## src/rtl/apb_cmd_master_pkg.sv

```systemverilog
// -----------------------------------------------------------------------------
// apb_cmd_master_pkg
//   Shared APB definitions: transfer state encodings and the default ACCESS
//   phase timeout used by the APB blocks.
// -----------------------------------------------------------------------------
package apb_cmd_master_pkg;

  typedef enum logic [1:0] {
    APB_IDLE   = 2'd0,
    APB_SETUP  = 2'd1,
    APB_ACCESS = 2'd2,
    APB_RESP   = 2'd3
  } apb_state_e;

  localparam int APB_DEFAULT_TIMEOUT = 256;

endpackage : apb_cmd_master_pkg

```

## src/rtl/apb_cmd_master.sv

```systemverilog
// -----------------------------------------------------------------------------
// apb_cmd_master
//   Converts a valid/ready command into a single APB transfer and returns the
//   result on a valid/ready response channel. An ACCESS phase that lasts
//   TIMEOUT cycles without m_pready is aborted and reported as a timeout.
//
//   state  | meaning
//   -------+-----------------------------------------------------------
//   IDLE   | cmd_ready high, waiting for a command
//   SETUP  | m_psel=1, m_penable=0 for one cycle
//   ACCESS | m_psel=1, m_penable=1 until m_pready or timeout
//   RESP   | rsp_valid high, payload held until rsp_ready
//
// Ports
//   pclk, preset_n                      clock, async active-low reset
//   cmd_valid/cmd_ready                 command handshake
//   cmd_write, cmd_addr, cmd_wdata      command payload
//   rsp_valid/rsp_ready                 response handshake
//   rsp_rdata, rsp_err, rsp_timeout     response payload
//   m_paddr, m_pwrite, m_psel,
//   m_penable, m_pwdata                 APB master request outputs
//   m_prdata, m_pready, m_pslverr       APB completer inputs
// -----------------------------------------------------------------------------
module apb_cmd_master
  import apb_cmd_master_pkg::*;
#(
  parameter int TIMEOUT  = APB_DEFAULT_TIMEOUT,
  parameter int CNT_BITS = 9
) (
  input  logic        pclk,
  input  logic        preset_n,

  input  logic        cmd_valid,
  output logic        cmd_ready,
  input  logic        cmd_write,
  input  logic [31:0] cmd_addr,
  input  logic [31:0] cmd_wdata,

  output logic        rsp_valid,
  input  logic        rsp_ready,
  output logic [31:0] rsp_rdata,
  output logic        rsp_err,
  output logic        rsp_timeout,

  output logic [31:0] m_paddr,
  output logic        m_pwrite,
  output logic        m_psel,
  output logic        m_penable,
  output logic [31:0] m_pwdata,
  input  logic [31:0] m_prdata,
  input  logic        m_pready,
  input  logic        m_pslverr
);

  localparam bit                TO_EN   = (TIMEOUT != 0);
  localparam logic [CNT_BITS-1:0] TO_LAST = TO_EN ? CNT_BITS'(TIMEOUT - 1) : '0;

  apb_state_e          state_q, state_d;
  logic [CNT_BITS-1:0] cnt_q, cnt_d;
  logic [31:0]         paddr_q, paddr_d;
  logic [31:0]         pwdata_q, pwdata_d;
  logic                pwrite_q, pwrite_d;
  logic                psel_q, psel_d;
  logic                penable_q, penable_d;
  logic                cmd_ready_q, cmd_ready_d;
  logic                rsp_valid_q, rsp_valid_d;
  logic [31:0]         rdata_q, rdata_d;
  logic                err_q, err_d;
  logic                tout_q, tout_d;

  always_ff @(posedge pclk or negedge preset_n) begin
    if (!preset_n) begin
      state_q     <= APB_IDLE;
      cnt_q       <= '0;
      paddr_q     <= '0;
      pwdata_q    <= '0;
      pwrite_q    <= 1'b0;
      psel_q      <= 1'b0;
      penable_q   <= 1'b0;
      cmd_ready_q <= 1'b0;
      rsp_valid_q <= 1'b0;
      rdata_q     <= '0;
      err_q       <= 1'b0;
      tout_q      <= 1'b0;
    end else begin
      state_q     <= state_d;
      cnt_q       <= cnt_d;
      paddr_q     <= paddr_d;
      pwdata_q    <= pwdata_d;
      pwrite_q    <= pwrite_d;
      psel_q      <= psel_d;
      penable_q   <= penable_d;
      cmd_ready_q <= cmd_ready_d;
      rsp_valid_q <= rsp_valid_d;
      rdata_q     <= rdata_d;
      err_q       <= err_d;
      tout_q      <= tout_d;
    end
  end

  always_comb begin
    state_d  = state_q;
    cnt_d    = cnt_q;
    paddr_d  = paddr_q;
    pwdata_d = pwdata_q;
    pwrite_d = pwrite_q;
    rdata_d  = rdata_q;
    err_d    = err_q;
    tout_d   = tout_q;

    unique case (state_q)
      APB_IDLE: begin
        if (cmd_valid && cmd_ready_q) begin
          paddr_d  = cmd_addr;
          pwdata_d = cmd_wdata;
          pwrite_d = cmd_write;
          state_d  = APB_SETUP;
        end
      end
      APB_SETUP: begin
        cnt_d   = '0;
        state_d = APB_ACCESS;
      end
      APB_ACCESS: begin
        // m_pready wins over a timeout that would fire on the same cycle
        if (m_pready) begin
          rdata_d = pwrite_q ? 32'h0 : m_prdata;
          err_d   = m_pslverr;
          tout_d  = 1'b0;
          state_d = APB_RESP;
        end else if (TO_EN && (cnt_q == TO_LAST)) begin
          rdata_d = 32'h0;
          err_d   = 1'b1;
          tout_d  = 1'b1;
          state_d = APB_RESP;
        end else begin
          cnt_d = cnt_q + CNT_BITS'(1);
        end
      end
      APB_RESP: begin
        if (rsp_ready) state_d = APB_IDLE;
      end
      default: state_d = APB_IDLE;
    endcase

    // Outputs are registered copies of the next state so they are glitch
    // free and still clear asynchronously with preset_n.
    psel_d      = (state_d == APB_SETUP) || (state_d == APB_ACCESS);
    penable_d   = (state_d == APB_ACCESS);
    cmd_ready_d = (state_d == APB_IDLE);
    rsp_valid_d = (state_d == APB_RESP);
  end

  assign cmd_ready   = cmd_ready_q;
  assign rsp_valid   = rsp_valid_q;
  assign rsp_rdata   = rdata_q;
  assign rsp_err     = err_q;
  assign rsp_timeout = tout_q;
  assign m_paddr     = paddr_q;
  assign m_pwrite    = pwrite_q;
  assign m_pwdata    = pwdata_q;
  assign m_psel      = psel_q;
  assign m_penable   = penable_q;

endmodule : apb_cmd_master

```

## config.mk

```make
export PLATFORM = sky130hd
export DESIGN_NAME = apb_cmd_master
export DESIGN_NICKNAME = d
export VERILOG_FILES = /design/src/rtl/apb_cmd_master_pkg.sv /design/src/rtl/apb_cmd_master.sv
export SDC_FILE = /design/constraint.sdc
export NUM_CORES = 1
export LEC_CHECK = 0
export CORE_MARGIN = 2
export CORE_UTILIZATION = 30
export DETAILED_ROUTE_END_ITERATION = 12
export PLACE_DENSITY = 0.61
export SYNTH_ARGS = -nofsm -noshare
export SYNTH_HDL_FRONTEND = slang
export SYNTH_SLANG_ARGS = --single-unit
```

## constraint.sdc

```tcl
create_clock -name pclk -period 2.1 [get_ports pclk]
set_input_delay 0.315 -clock pclk [delete_from_list [all_inputs] [get_ports pclk]]
set_output_delay 0.315 -clock pclk [all_outputs]
set_load 0.05 [all_outputs]
```

# Word level (Yosys, flattened, before mapping)
# Index checks and enable logic that the tools add are counted.
dict set report word_totals {
  reg_bits 114
  latch_bits 0
  mem_bits_rw 0
  romBits 0
  inputBits 103
  out_inout_bits 103
  wordCells 45
  n_memories 0
}
dict set report classes {
  n_addsub 1
  n_mul 0
  div_mod_pow 0
  n_lt_le_gt_ge 0
  n_eq_ne 9
  n_shift 0
  mux 14
  bitwise_logic 0
  reduce_logical 9
}
# op count
set op_table {}
lappend op_table {{$mux 32} 3}
lappend op_table {{$mux 9} 2}
lappend op_table {{$pmux 9 s2} 1}
lappend op_table {{$add 9x1->9 const B} 1}
lappend op_table {{$eq 9x8->1 const B} 1}
lappend op_table {{$eq 2x2->1 const B} 4}
lappend op_table {{$mux 2} 4}
lappend op_table {{$pmux 2 s4} 1}
lappend op_table {{$eq 2x1->1 const B} 2}
lappend op_table {{$logic_not 2->1} 2}
lappend op_table {{$ne 2x2->1 const B} 2}
lappend op_table {{$reduce_and 2->1} 2}
lappend op_table {{$reduce_bool 2->1} 2}
lappend op_table {{$mux 1} 3}
lappend op_table {{$reduce_and 3->1} 1}
lappend op_table {{$logic_and 1x1->1} 1}
lappend op_table {{$logic_or 1x1->1} 1}

# Logic depth before layout (Yosys ltp)
# Gate-level depths: netlist of the first run.
dict set report depth {
  word_depth 6
  depth_mapped 9
  mapped_depth_nobuf 7
}

# Worst setup path after synthesis of the first run
# No wires, ideal clock.
dict set report synth_path {
  path_type {reg2reg}
  startpoint {register cnt_q[0]}
  endpoint {register cnt_q[7]}
  arrival_ns 2.099
  slack_ns -0.076
  path_stages_with_launch 9
  n_path_buf 1
  period_less_slack_ns 2.176
  path_cell_list {dfrtp_1 > ha_1 > nand3_1 > nor2_1 > ha_1 > or4b_1 > buf_2 > or4_1 > a21oi_1}
}
dict set report synth_between {
  elab_chain_cells 4
  elab_cells_between_ends 7
  classes_between {add/sub: 1; eq/ne: 2; mux: 3; reduce/logical: 1}
}
# item line
set synth_lines {}
lappend synth_lines {{from (decl)} apb_cmd_master.sv:59} ;# logic [CNT_BITS-1:0] cnt_q, cnt_d;
lappend synth_lines {{from (signal assigned)} apb_cmd_master.sv:87} ;# cnt_q <= cnt_d;
lappend synth_lines {{$add 9x1->9} apb_cmd_master.sv:137} ;# cnt_d = cnt_q + CNT_BITS'(1);
lappend synth_lines {{$mux 9} apb_cmd_master.sv:131} ;# end else if (TO_EN && (cnt_q == TO_LAST)) begin
lappend synth_lines {{$mux 9} apb_cmd_master.sv:126} ;# if (m_pready) begin
lappend synth_lines {{$pmux 9 s2} apb_cmd_master.sv:111} ;# unique case (state_q)
# Parallel ways exist; a longest one is shown, timed or not. The select of a mux whose other input is x is not followed.
# A chain may end at the register's enable or synchronous reset.

# Worst setup path in the final report of the first run
dict set report layout_path {
  startpoint {register cnt_q[1]}
  endpoint {register cnt_q[7]}
}
# Same word-level chain as after synthesis.

==> results of run 1 <==
critical path, delay by kind of cell, from the launching register on:
family                   cells  cell delay (ns)
AO/OA/AOI/OAI                1             0.13
adder cells (fa/ha/maj)      2             0.40
AND/OR/NAND/NOR              4             1.15
flip-flops                   1             0.39
Yosys cell counts, drive strengths merged:
cell	instances
a21oi	6
a22o	32
and3	1
and3b	1
buf	6
clkbuf	10
dfrtp	114
ha	5
inv	5
mux2	66
nand2	3
nand2b	1
nand3	8
nand4	1
nor2	2
nor2b	2
o211a	1
o211ai	1
o21ai	7
o311ai	2
o31ai	2
o41ai	2
or2b	1
or3	2
or4	2
or4b	1
worst max path at each step:
stage | from | endpoint | depth (start not counted)
6_report | cnt_q[1]$_DFFE_PN0P_ | cnt_q[7]$_DFFE_PN0P_ | 7
2_1_floorplan | cnt_q[1]$_DFFE_PN0P_ | cnt_q[7]$_DFFE_PN0P_ | 8
4_1_cts | cnt_q[1]$_DFFE_PN0P_ | cnt_q[2]$_DFFE_PN0P_ | 8
5_1_grt | cnt_q[1]$_DFFE_PN0P_ | cnt_q[6]$_DFFE_PN0P_ | 7
3_5_place_dp | cnt_q[0]$_DFFE_PN0P_ | cnt_q[7]$_DFFE_PN0P_ | 7
3_3_place_gp | cnt_q[1]$_DFFE_PN0P_ | cnt_q[2]$_DFFE_PN0P_ | 8
state kept, by name (all words and copies together), names as in the netlist:
register,cells
state_q,2
m_paddr,32
cmd_ready,1
rsp_timeout,1
rsp_rdata,32
m_penable,1
m_pwrite,1
rsp_valid,1
m_pwdata,32
m_psel,1
rsp_err,1
cnt_q,9
through the flow:
step | setup TNS [ns] | std cells | cell area (µm²) | total power, W | setup slack, ns
final | -0.0506 | 710 | 7360 | 0.0131 | -0.0318
after global routing | -0.393 | 710 | 7360 | 0.0137 | -0.108
after CTS | -0.0868 | 708 | 7320 | 0.0132 | -0.0404
after detailed placement | -0.861 | 673 | 6710 | 0.0104 | -0.208
after global placement | -0.342 | 673 | 6710 | 0.0103 | -0.113
after floorplan | -0.0462 | 284 | 4310 | 0.00789 | -0.0462
power groups by stage:
stage | logic (W) | clock network, W | registers [W]
after floorplan | 0.00116 | 0 | 0.00673
after global placement | 0.00667 | 0 | 0.00364
after detailed placement | 0.00672 | 0 | 0.00366
after CTS | 0.00678 | 0.00277 | 0.00366
after global routing | 0.00704 | 0.00290 | 0.00377
final | 0.00674 | 0.00269 | 0.00364
logic make-up (layout without fill, tap and decap cells):
group	Yosys count	in the layout	synth area share, %
muxes	66	66	17.3
adders and majority gates	5	5	1.45
AOI/OAI and AO/OA	53	53	9.60
buffers and inverters	21	266	2.01
DFF	114	114	66.3
and+or+nand+nor	25	26	3.35
placed cells by master, fill, tap and decap left out, drive strengths merged, types with 2 or more instances in the layout:
| cell | netlist | routed |
|---|---|---|
| dfrtp | 114 | 114 |
| a21oi | 6 | 6 |
| buf | 6 | 25 |
| or3 | 2 | 2 |
| o21ai | 7 | 7 |
| nand2 | 3 | 3 |
| clkbuf | 10 | 26 |
| or4 | 2 | 2 |
| nor2b | 2 | 2 |
| clkinv | 0 | 4 |
| o31ai | 2 | 2 |
| nor2 | 2 | 2 |
| nand3 | 8 | 8 |
| o41ai | 2 | 2 |
| or4b | 1 | 2 |
| inv | 5 | 5 |
| ha | 5 | 5 |
| a22o | 32 | 32 |
| mux2 | 66 | 66 |
| clkdlybuf4s50 | 0 | 204 |
| o311ai | 2 | 2 |
layout make-up:
type	instances	area (µm²)
Timing Repair Buffer	230	2280
Inverter	5	18.8
Clock inverter	5	50.0
Fill cell	1205	6580
Multi-Input combinational cell	150	1420
Clock buffer	26	509
Tap cell	180	225
Sequential cell	114	2850
routing by layer:
metal	global-route usage (%)	routed length, µm	vias up
li1	-	-	1513
met1	18.4	4720	1581
met2	23.6	5460	179
met3	7.83	1330	18
met4	6.18	160	0
met5	0	0	-
repair_timing:
item / 4_1_cts / 5_1_grt
pin swaps: 1 / 0
setup endpoints to repair: 6 / 5
hold buffers: 1 / 0
resized for setup: 5 / 5
gates cloned: 1 / 0
buffers inserted: 2 / 2
hold endpoints to repair: 38 / 0
==> impl_metrics.py, run 1 <==
metrics = {
    "status": {
        "status": "finished, violations left",
        "violations": "setup timing",
    },
    "placement": {
        "io_buffers": 205,
        "dp.final_hpwl_um": 8280,
        "gp_congestion": 0.744,
    },
    "synth": {
        "seq_area_frac_synth_pct": 66.3,
        "ys_warn_count": 0,
        "synth_area_um2": 4300,
        "synth_area_per_cell_um2": 15.1,
        "syn_inst": 284,
        "synth_top_area_cell": "dfrtp_1",
        "synth.ff_latch_count": 114,
        "yosysUniqueCellTypes": 28,
        "syn_nets": 392,
        "synth.area.top_cells": "dfrtp_1 66%, mux2_2 17%, a22o_1 6.5%",
        "yosysTopAreaCellShare_pct": 66.3,
    },
    "clocking": {
        "cts.sinks": 114,
        "htree_levels": 4,
        "cts_buffers": 17,
        "clk-insertion-delay-late_ns": 0.41,
        "ctsRootBufferMaster": "clkbuf_16",
        "clk_pin_slew_worst_paths_ns": 0.05,
        "ctsLongestPathBuffers": 2,
        "cts_tree": "yes",
    },
    "timing": {
        "setup_ws_ns": -0.0318,
        "fin_hold_ws_ns": 0.437,
        "timing.slew.headroom_pct": 63.5,
        "fin_crit_ns": 2.13,
        "max_freq_ghz": 0.469,
        "finClkSkew_ns": 0.00932,
        "setup_violations": 2,
        "slew_violations": 0,
        "tightest_slew_ns": 0.546,
        "timing.final.crit_share_pct": 102,
        "hold_viol": 0,
        "rsz0062_at_grt": "true",
    },
    "pwr": {
        "ir_drop_v": 0.000915,
        "p_sw_share_pct": 43.3,
        "p_per_area_nw_per_um2": 1780,
        "p_clk_share_pct": 20.5,
        "seqPwrFrac_pct": 27.9,
        "p_int_w": 0.00742,
        "leakagePower_nw": 3.15,
        "power_frac_comb_pct": 51.6,
        "power.switching_w": 0.00566,
    },
    "drt": {
        "firstDrtPassIters": 4,
        "num_vias": 3291,
        "ant_nets": 0,
        "drt_wl_total_um": 11700,
        "avgViaCountPerCell": 4.64,
        "route.detailed.wl_per_inst_um": 16.4,
        "drc_errors": 0,
        "dr.first_iter.drc_count": 139,
    },
    "floorplan": {
        "start_util_pct": 30.9,
        "core-area_um2": 13900,
        "die_w_um": 124,
        "fp.dieH_um": 124,
        "rows": 43,
        "io_pins": 206,
        "die_area_um2": 15300,
    },
    "setup_path": {
        "max_stage_delay_ns": 0.53,
        "cp_max_fo": 5,
        "crit_arrival_ns": 2.47,
        "start_kind": "flip-flop",
        "critPathRequiredTime_ns": 2.44,
        "crit_chain": "ha_2 > nand3_2 > nor2_2 > ha_2 > or4b_4 > or4_4 > a21oi_2",
        "reg2reg_depth": 7,
        "rr_endpoint": "cnt_q[7]$_DFFE_PN0P_",
        "reg2reg_slack_ns": -0.03,
        "path_class": "reg2reg",
        "cp_slowest_cell": "or4b_4",
        "rr_startpoint": "cnt_q[1]$_DFFE_PN0P_",
        "cpMostUsedCell": "ha_2",
        "cp-end-kind": "flip-flop",
    },
    "cells_and_area": {
        "nNetsFinal": 626,
        "drive_gt1_share_pct": 24.7,
        "utilization_pct": 52.8,
        "areaGrowthSynthToFinish_pct": 71.1,
        "antenna_cells": 0,
    },
    "global_route": {
        "antenna_found_initial": 0,
        "grt_usage_pct": 15.4,
        "grt_pass1_wl_um": 17700,
        "grt-ovfl-total": 0,
        "grt_max_degree": 51,
        "first_global_vias": 3476,
    },
    "min_path": {
        "hold_path_class": "in2async",
    },
    "run": {
        "max-cap-violations": 0,
    },
}
Note: power is estimated with default switching activity, not from simulation.
==> run 2: changes to the inputs <==
--- a/config.mk
+++ b/config.mk
@@ -6,5 +6,4 @@
 export NUM_CORES = 1
 export LEC_CHECK = 0
-export CORE_MARGIN = 2
 export CORE_UTILIZATION = 30
 export DETAILED_ROUTE_END_ITERATION = 12
==> constraint.sdc (replaced) <==
create_clock -name pclk -period 2.1 [get_ports pclk]
set_input_delay 0.42 -clock pclk [delete_from_list [all_inputs] [get_ports pclk]]
set_output_delay 0.42 -clock pclk [all_outputs]
set_load 0.05 [all_outputs]
==> run 2 against run 1 <==
  * The flow now finishes without violations
  * Via count fell by 1.7%
  * Clock skew is 0.0014 ns higher
  * Fmax is 3.2% higher
  * Critical endpoint is now cnt_q[3]$_DFFE_PN0P_
  * Critical path depth rose by 1
  * Global-route usage shrank 0.33 points
==> impl_metrics.py, run 2 (same netlist as run 1, synthesis figures left out) <==
metrics = {
    "timing": {
        "finClkSkew_ns": 0.0108,
        "fin_crit_ns": 2.07,
        "max_freq_ghz": 0.484,
        "rsz0062_at_grt": "true",
        "timing.final.crit_share_pct": 98.4,
        "tightest_slew_ns": 0.569,
        "hold_viol": 0,
        "slew_violations": 0,
        "timing.slew.headroom_pct": 61.9,
        "setup_violations": 0,
    },
    "cells_and_area": {
        "instances_no_fill": 707,
        "utilization_pct": 53.0,
        "final_common_cell": "clkdlybuf4s50_1",
        "drive_gt1_share_pct": 24.7,
        "antenna_cells": 0,
        "nNetsFinal": 622,
        "layout_common_cells": "204 x clkdlybuf4s50_1, 114 x dfrtp_1, 66 x mux2_2, 32 x a22o_1, 17 x clkbuf_16",
        "areaGrowthSynthToFinish_pct": 71.7,
    },
    "global_route": {
        "antenna_found_initial": 0,
        "grt_max_degree": 44,
        "grt-ovfl-total": 0,
        "grt_usage_pct": 15.1,
        "first_global_vias": 3262,
        "grt_pass1_wl_um": 16800,
    },
    "setup_path": {
        "cp-end-kind": "flip-flop",
        "start_kind": "flip-flop",
        "path_class": "reg2reg",
        "critPathRequiredTime_ns": 2.43,
        "crit_arrival_ns": 2.40,
        "cp_max_fo": 5,
    },
    "pwr": {
        "p_per_area_nw_per_um2": 1800,
        "ir_drop_v": 0.000837,
        "leakagePower_nw": 3.15,
        "finalPower_w": 0.0133,
    },
    "clocking": {
        "clk_pin_slew_worst_paths_ns": 0.05,
        "cts_tree": "yes",
        "cts.sinks": 114,
        "ctsRootBufferMaster": "clkbuf_16",
        "htree_levels": 4,
        "post_cts_buffers": 0,
        "cts_buffers": 17,
        "ctsLongestPathBuffers": 2,
        "clk-insertion-delay-late_ns": 0.41,
    },
    "placement": {
        "gp_congestion": 0.726,
        "dp.final_hpwl_um": 7750,
        "place_inst": 673,
        "io_buffers": 205,
    },
    "drt": {
        "avgViaCountPerCell": 4.57,
        "ant_nets": 0,
        "firstDrtPassIters": 4,
        "dr.first_iter.drc_count": 108,
        "drt_wl_total_um": 10900,
        "num_vias": 3234,
        "drc_errors": 0,
        "route.detailed.wl_per_inst_um": 15.5,
    },
    "floorplan": {
        "die_w_um": 122,
        "start_util_pct": 30.9,
        "io_pins": 206,
        "fp.dieH_um": 122,
        "die_area_um2": 14800,
        "core-area_um2": 13900,
        "rows": 43,
    },
    "min_path": {
        "hold_path_class": "reg2reg",
    },
    "status": {
        "status": "finished clean",
    },
    "run": {
        "max-cap-violations": 0,
    },
}
run 2: changes by cell type in the layout (fill, tap and decap cells not counted), sizes merged:
cell,delta
clkinv,+1
buf,-3
bufinv,+2
or4b,-1
clkbuf,-4
clkinvlp,+2
run 2: final cells by class:
class	count	area (µm²)
fillers	1180	6550
flip-flops and latches	114	2850
repair buffers	227	2270
multi-input cells	149	1410
clock buffers	22	484
well taps	180	225
clock inverters	10	130
inverters	5	18.8
run 2: where the power goes:
group | internal, W | switching, W
clock network | 0.00198 | 0.000966
logic | 0.00250 | 0.00422
registers | 0.00313 | 0.000478
run 2: worst max-delay path, cell delays in order (launching register included):
cell and delay [ns]:
dfrtp_1 0.37, ha_2 0.20, nand3_2 0.07, nor2_1 0.04, ha_2 0.17, or4b_4 0.51, buf_6 0.15, or3_4 0.35
a21oi_2 0.12
run 2: per-layer routing:
| layer | vias to the layer above | track usage [%] | wire (µm) |
|---|---|---|---|
| met4 | 0 | 6.94 | 126 |
| met1 | 1573 | 18.0 | 4610 |
| met3 | 10 | 6.51 | 1020 |
| met2 | 142 | 23.4 | 5170 |
| met5 | - | 0 | 0 |
| li1 | 1509 | - | - |
run 2: worst paths after layout:
check | startpoint | to | slack, ns | cells past startpoint
max reg2reg | cnt_q[1]$_DFFE_PN0P_ | cnt_q[3]$_DFFE_PN0P_ | 0.03 | 8
min reg2reg | m_pwdata[24]$_DFFE_PN0P_ | m_pwdata[24]$_DFFE_PN0P_ | 0.50 | 1
max | cnt_q[1]$_DFFE_PN0P_ | cnt_q[3]$_DFFE_PN0P_ | 0.03 | 8
min | m_pwdata[24]$_DFFE_PN0P_ | m_pwdata[24]$_DFFE_PN0P_ | 0.50 | 1
min in group asynchronous | preset_n | m_pwdata[22]$_DFFE_PN0P_ | 0.51 | 2
max in group asynchronous | preset_n | cnt_q[1]$_DFFE_PN0P_ | 1.03 | 3
run 2: per-stage QoR:
step                TNS [ns]  setup slack, ns  hold slack, ns  area [µm²]
floorplan            -0.0462          -0.0462           0.124        4310
global placement     -0.0634          -0.0475           0.384        6720
detailed placement    -0.271          -0.0709           0.381        6720
CTS                        0           0.0117           0.501        7360
global route          -0.119          -0.0386           0.510        7390
finish                     0           0.0344           0.501        7390
run 2: repair_timing:
item / CTS / global route
gates resized for setup: 2 / 7
endpoints found under the setup margin: 5 / 6
endpoints found under the hold margin: 25 / 0
hold buffers: 1 / 0
pin swaps: 1 / 2
cloned: 1 / 0
